File: src/rtl/bus_pkg.sv
// Shared definitions for the on-chip valid/ready bus: mode encoding,
// initiator state encoding and default widths.
package bus_pkg;

   localparam int DEF_DATA_WIDTH = 32;
   localparam int DEF_ADDR_WIDTH = 32;

   localparam logic BUS_MODE_READ  = 1'b0;
   localparam logic BUS_MODE_WRITE = 1'b1;

   typedef enum logic [1:0] {
      IDLE  = 2'd0,
      WRITE = 2'd1,
      READ  = 2'd2
   } master_state_t;

endpackage

File: src/rtl/bus_watchdog.sv
// Transfer watchdog: counts stalled cycles and flags expiry when the count
// reaches TIMEOUT-1. TIMEOUT = 0 disables expiry.
module bus_watchdog #(
   parameter int TIMEOUT = 64,
   parameter int TO_W    = 8
) (
   input  logic clk,
   input  logic rst_n,
   input  logic clear,
   input  logic enable,
   output logic expire
);

   localparam int              LIMIT_I = (TIMEOUT == 0) ? 0 : TIMEOUT - 1;
   localparam logic [TO_W-1:0] LIMIT   = LIMIT_I[TO_W-1:0];

   logic [TO_W-1:0] count;

   always_ff @(posedge clk or negedge rst_n) begin
      if (!rst_n) begin
         count <= '0;
      end else if (clear) begin
         count <= '0;
      end else if (enable) begin
         count <= count + 1'b1;
      end
   end

   assign expire = (TIMEOUT != 0) && (count == LIMIT);

endmodule

File: src/rtl/bus_master.sv
// Initiator end of the valid/ready bus: one transfer per core request, with
// alignment check and watchdog abort turning bad accesses into error responses.
module bus_master
   import bus_pkg::*;
#(
   parameter int DATA_WIDTH = DEF_DATA_WIDTH,
   parameter int ADDR_WIDTH = DEF_ADDR_WIDTH,
   parameter int TIMEOUT    = 64,
   parameter int TO_W       = 8
) (
   input  logic                  clk,
   input  logic                  rst_n,
   input  logic                  req_valid,
   output logic                  req_ready,
   input  logic                  req_write,
   input  logic [ADDR_WIDTH-1:0] req_addr,
   input  logic [DATA_WIDTH-1:0] req_wdata,
   output logic                  resp_valid,
   output logic [DATA_WIDTH-1:0] resp_rdata,
   output logic                  resp_err,
   output logic [ADDR_WIDTH-1:0] BUS_addr,
   output logic [DATA_WIDTH-1:0] BUS_wdata,
   input  logic [DATA_WIDTH-1:0] BUS_rdata,
   output logic                  BUS_valid,
   input  logic                  BUS_wready,
   output logic                  BUS_rready,
   input  logic                  BUS_rvalid,
   output logic                  BUS_mode
);

   master_state_t state;
   logic          accept;
   logic          misaligned;
   logic          complete;
   logic          wd_enable;
   logic          expire;

   assign accept     = req_valid && req_ready;
   assign misaligned = (req_addr[1:0] != 2'b00);
   // Slave handshakes only count in the matching state; stray strobes are ignored.
   assign complete   = BUS_valid &&
                       (((state == WRITE) && BUS_wready) ||
                        ((state == READ) && BUS_rvalid && BUS_rready));
   assign wd_enable  = (state != IDLE) && !complete;

   bus_watchdog #(
      .TIMEOUT (TIMEOUT),
      .TO_W    (TO_W)
   ) u_watchdog (
      .clk    (clk),
      .rst_n  (rst_n),
      .clear  (accept),
      .enable (wd_enable),
      .expire (expire)
   );

   always_ff @(posedge clk or negedge rst_n) begin
      if (!rst_n) begin
         state      <= IDLE;
         req_ready  <= 1'b1;
         resp_valid <= 1'b0;
         resp_err   <= 1'b0;
         resp_rdata <= '0;
         BUS_addr   <= '0;
         BUS_wdata  <= '0;
         BUS_valid  <= 1'b0;
         BUS_rready <= 1'b0;
         BUS_mode   <= BUS_MODE_READ;
      end else begin
         resp_valid <= 1'b0;
         case (state)
            IDLE: begin
               if (accept) begin
                  req_ready <= 1'b0;
                  if (misaligned) begin
                     resp_valid <= 1'b1;
                     resp_err   <= 1'b1;
                     resp_rdata <= '0;
                  end else begin
                     BUS_addr   <= req_addr;
                     BUS_wdata  <= req_write ? req_wdata : '0;
                     BUS_mode   <= req_write ? BUS_MODE_WRITE : BUS_MODE_READ;
                     BUS_valid  <= 1'b1;
                     BUS_rready <= !req_write;
                     state      <= req_write ? WRITE : READ;
                  end
               end else begin
                  req_ready <= 1'b1;
               end
            end
            WRITE, READ: begin
               // Completion wins over an expiry on the same edge.
               if (complete || expire) begin
                  state      <= IDLE;
                  BUS_valid  <= 1'b0;
                  BUS_rready <= 1'b0;
                  req_ready  <= 1'b1;
                  resp_valid <= 1'b1;
                  resp_err   <= !complete;
                  resp_rdata <= (complete && (state == READ)) ? BUS_rdata : '0;
               end
            end
            default: begin
               state <= IDLE;
            end
         endcase
      end
   end

endmodule

File: config.mk
export PLATFORM = sky130hd
export DESIGN_NAME = bus_master
export DESIGN_NICKNAME = d
export VERILOG_FILES = /design/src/rtl/bus_pkg.sv /design/src/rtl/bus_watchdog.sv /design/src/rtl/bus_master.sv
export SDC_FILE = /design/constraint.sdc
export NUM_CORES = 1
export LEC_CHECK = 0
export CAP_MARGIN = 10
export CORE_UTILIZATION = 32
export DETAILED_ROUTE_END_ITERATION = 10
export GPL_ROUTABILITY_DRIVEN = 0
export MAX_ROUTING_LAYER = met4
export PLACE_DENSITY = 0.65
export SETUP_SLACK_MARGIN = 0.3
export SYNTH_ARGS = -nofsm -noshare
export SYNTH_HDL_FRONTEND = slang
export SYNTH_HIERARCHICAL = 1
export SYNTH_SLANG_ARGS = --single-unit
File: constraint.sdc
create_clock -name clk -period 4.2 [get_ports clk]
set_input_delay 0.84 -clock clk [delete_from_list [all_inputs] [get_ports clk]]
set_output_delay 0.84 -clock clk [all_outputs]
set_load 0.02 [all_outputs]
==> run_results.csv <==
group,metric,value,unit
run_status,status,"finished, final reports clean",
placement,dp_slack,1250,ps
sta,finalSetupTns,0,ps
sta,fin_crit_sh,61.0,%
placement,placed_area,0.00663,mm^2
cts,cts_tree,"built",
critical_path,crit_chain,"clkdlybuf4s50_1 -> nor2_1 -> nand4_4 -> buf_12 -> mux2_2",
power_and_ir_drop,power.switching,413,uW
synthesis,ys_seq_area_share,63.1,%
power_and_ir_drop,seqPwrFrac,50.9,%
finish,layout.nets,669,
cts,clockBufferDepth,2,
synthesis,synth.avg_cell_area,12.1,um^2
power_and_ir_drop,switching_share,19.5,%
detailed_routing,wl,11.4,mm
floorplan,rows,42,
floorplan,core,0.0134,mm^2
power_and_ir_drop,leakagePower,3.10,nW
synthesis,synth_cells,368,
sta,clock_skew,7.41,ps
cts,post_cts_buffers,0,
synthesis,syn-num-nets,475,
sta,setup_viol,0,
grt,grt_start_max_net_pins,70,
grt,grt_usage,16.9,%
synthesis,yosysWarnings,6,
grt,grt_first_pass_wirelength,18.2,mm
power_and_ir_drop,total_power,2.12,mW
floorplan,die_y,120,um
critical_path,cp.arrival,2800,ps
sta,relSlewSlack,51.4,%
sta,finalHoldViolations,0,
cts,cts_inserted_buffers,9,
finish,layout-drive-gt1-share,8.64,%
detailed_routing,dr.pass1.iters,4,
power_and_ir_drop,power_density,305,mW/mm^2
finish,syn_to_final_growth,56.2,%
sta,worstMarginPinSlew,729,ps
grt,first_global_vias,3538,
critical_path,critical_path.startpoint_type,"primary input",
floorplan,die_w,120,um
detailed_routing,drtAntennaViolNets,0,
cts,cts_resized,0,
cts,postCtsHoldBufs,0,
job,maxCapViolations,0,
critical_path,critPathRequiredTime,4440,ps
critical_path,crit_slowest_cell,"nand4_4",
detailed_routing,drtIter0Drc,147,
critical_path,crit_buf_inv,2,
detailed_routing,routedWlPerCell,15.3,um
cts,cts_max_level,3,
detailed_routing,drc,0,
grt,grt_antenna_before_repair,0,
detailed_routing,num_vias,3485,
floorplan,ioPinCount,204,
sta,rsz0062_at_grt,"false",
finish,fill_cells,1187,
hold_path,hp-class,"reg2reg",
sta,fmax,0.391,GHz
power_and_ir_drop,p_int,1.70,mW
critical_path,critPathKind,"in2reg",
critical_path,slowest_delay,520,ps
cts,cts.clk_slew.worst_paths,70,ps
cts,cts_num_sinks,112,
synthesis,synth_cell_types,40,
power_and_ir_drop,clkPwrFrac,42.9,%
synthesis,syn_area,0.00444,mm^2
critical_path,worstSetupEndpointType,"flip-flop",
cts,root_buffer,"clkbuf_16",
grt,grt_overflow_total,0,
cts,clock_latency,350,ps
placement,dp_hpwl,8.27,mm
placement,io_buffer_count,203,
power_and_ir_drop,ir_drop,151,uV
finish,num_antenna_cells,0,
sta,slew_viol_final,0,
sta,setup_ws,1640,ps
detailed_routing,via_per_inst,4.69,
synthesis,synth_seq_cells,112,
sta,period_minus_slack,2560,ps
floorplan,start_util,33.2,%
finish,fin_area,0.00694,mm^2
critical_path,cp_top_family,"buffers and inverters",
floorplan,die_area,0.0144,mm^2
power_and_ir_drop,p_comb_share,6.2,%
critical_path,path_max_fanout,69,
## cells in the final DEF, fill, tap and decap left out, types with 2 or more instances in the layout
cell type,instances
nand3_1,3
mux2_1,6
mux2_2,25
a22o_1,33
or3_1,3
nand2_1,69
bufinv_16,2
buf_4,3
o21ai_0,39
xor2_1,3
inv_1,5
ha_1,5
a21oi_1,5
clkdlybuf4s50_1,202
o31ai_1,2
nor2_1,9
clkbuf_16,9
clkbuf_1,3
dfrtp_1,111
nand4_1,2
buf_12,2
and2_1,3
## cells in the mapped netlist (all sizes together)
| library cell | n | area (um^2) |
|---|---|---|
| o22ai | 1 | 6.26 |
| o21ai | 40 | 200 |
| xor2 | 3 | 26.3 |
| inv | 5 | 18.8 |
| o2bb2ai | 1 | 8.76 |
| a21oi | 5 | 25.0 |
| o31ai | 2 | 15.0 |
| o32ai | 1 | 8.76 |
| nor4 | 1 | 6.26 |
| buf | 13 | 90.1 |
| nand2 | 69 | 259 |
| nor2 | 9 | 33.8 |
| nand2b | 1 | 6.26 |
| nand3b | 1 | 7.51 |
| dfrtp | 111 | 2780 |
| xnor2 | 1 | 8.76 |
| mux2 | 31 | 349 |
| dfstp | 1 | 26.3 |
| mux2i | 1 | 10.0 |
| o2111ai | 1 | 15.0 |
| and4 | 1 | 11.3 |
| or3 | 3 | 18.8 |
| nand3 | 3 | 15.0 |
| nor2b | 1 | 6.26 |
| a31oi | 1 | 6.26 |
| and2 | 4 | 27.5 |
| a32o | 1 | 10.0 |
| o211a | 1 | 10.0 |
| ha | 5 | 62.6 |
| a2bb2oi | 1 | 8.76 |
| clkbuf | 11 | 41.3 |
| or2 | 1 | 6.26 |
| and2b | 1 | 7.51 |
| a22o | 33 | 289 |
| nand4 | 3 | 25.0 |
## cell families (layout without fill, tap and decap cells)
group,after synthesis,in the layout,share of synthesized area (%)
buf+inv,29,228,3.38
simple gates,98,98,9.69
mux,32,32,8.08
flops,112,112,63.1
fa+ha+maj,5,5,1.41
compound gates,88,88,13.6
xor+xnor,4,4,0.788
## worst min-delay path: cells and delay by family (launching register included)
kind | cells | cell delay, ps
simple gates | 1 | 40
flops | 1 | 340
compound gates | 1 | 60
## cell type report
type	instances	area, um^2	share of cell area (%)
Inverter	5	18.8	0.270
Sequential cell	112	2800	40.4
Multi-Input combinational cell	227	1500	21.6
Tap cell	176	220	3.17
Clock buffer	13	250	3.60
Clock inverter	3	65.1	0.937
Timing Repair Buffer	207	2080	30.0
## metrics by stage
step                      instances  hold WS (ps)  util, %
final                           743           476     51.8
after global routing            743           500     51.8
after CTS                       743           484     51.8
after detailed placement        727           469     49.4
after global placement          727           463     49.4
after floorplan                 368           516        -
## power by group through the flow
| stage | Clock (mW) | Combinational (mW) | Sequential [mW] |
|---|---|---|---|
| final | 0.908 | 0.131 | 1.08 |
| after global routing | 0.992 | 0.144 | 1.08 |
| after CTS | 0.935 | 0.135 | 1.08 |
| after detailed placement | 0 | 0.134 | 1.10 |
| after global placement | 0 | 0.133 | 1.10 |
| after floorplan | 0 | 0.0113 | 1.10 |
## flip-flops by register name, indices dropped and copies added, names as in the netlist
signal,cells
BUS_addr,32
BUS_mode,1
BUS_rready,1
BUS_valid,1
BUS_wdata,32
req_ready,1
resp_err,1
resp_rdata,32
resp_valid,1
state,2
u_watchdog/count,8
## path summary, 6_finish.rpt
check | slack (ps) | from | endpoint | depth (start not counted)
min | 480 | BUS_wdata[29] | BUS_wdata[29] | 2
max | 1640 | req_addr[1] | BUS_addr[11] | 5
max in group asynchronous | 2890 | rst_n | req_ready | 2
max reg2reg | 1840 | state[0] | u_watchdog/count[7] | 8
min in group asynchronous | 540 | rst_n | BUS_addr[13] | 1
min reg2reg | 480 | BUS_wdata[29] | BUS_wdata[29] | 2
## metal layers
metal  track usage, %  part of all wire, %  wire (um)
met5                -                    0          0
met4             6.56                  1.5        176
met3             3.90                  5.5        627
met2             26.0                   48       5460
met1             21.5                   45       5120
Power figures use the tool's default switching activity.
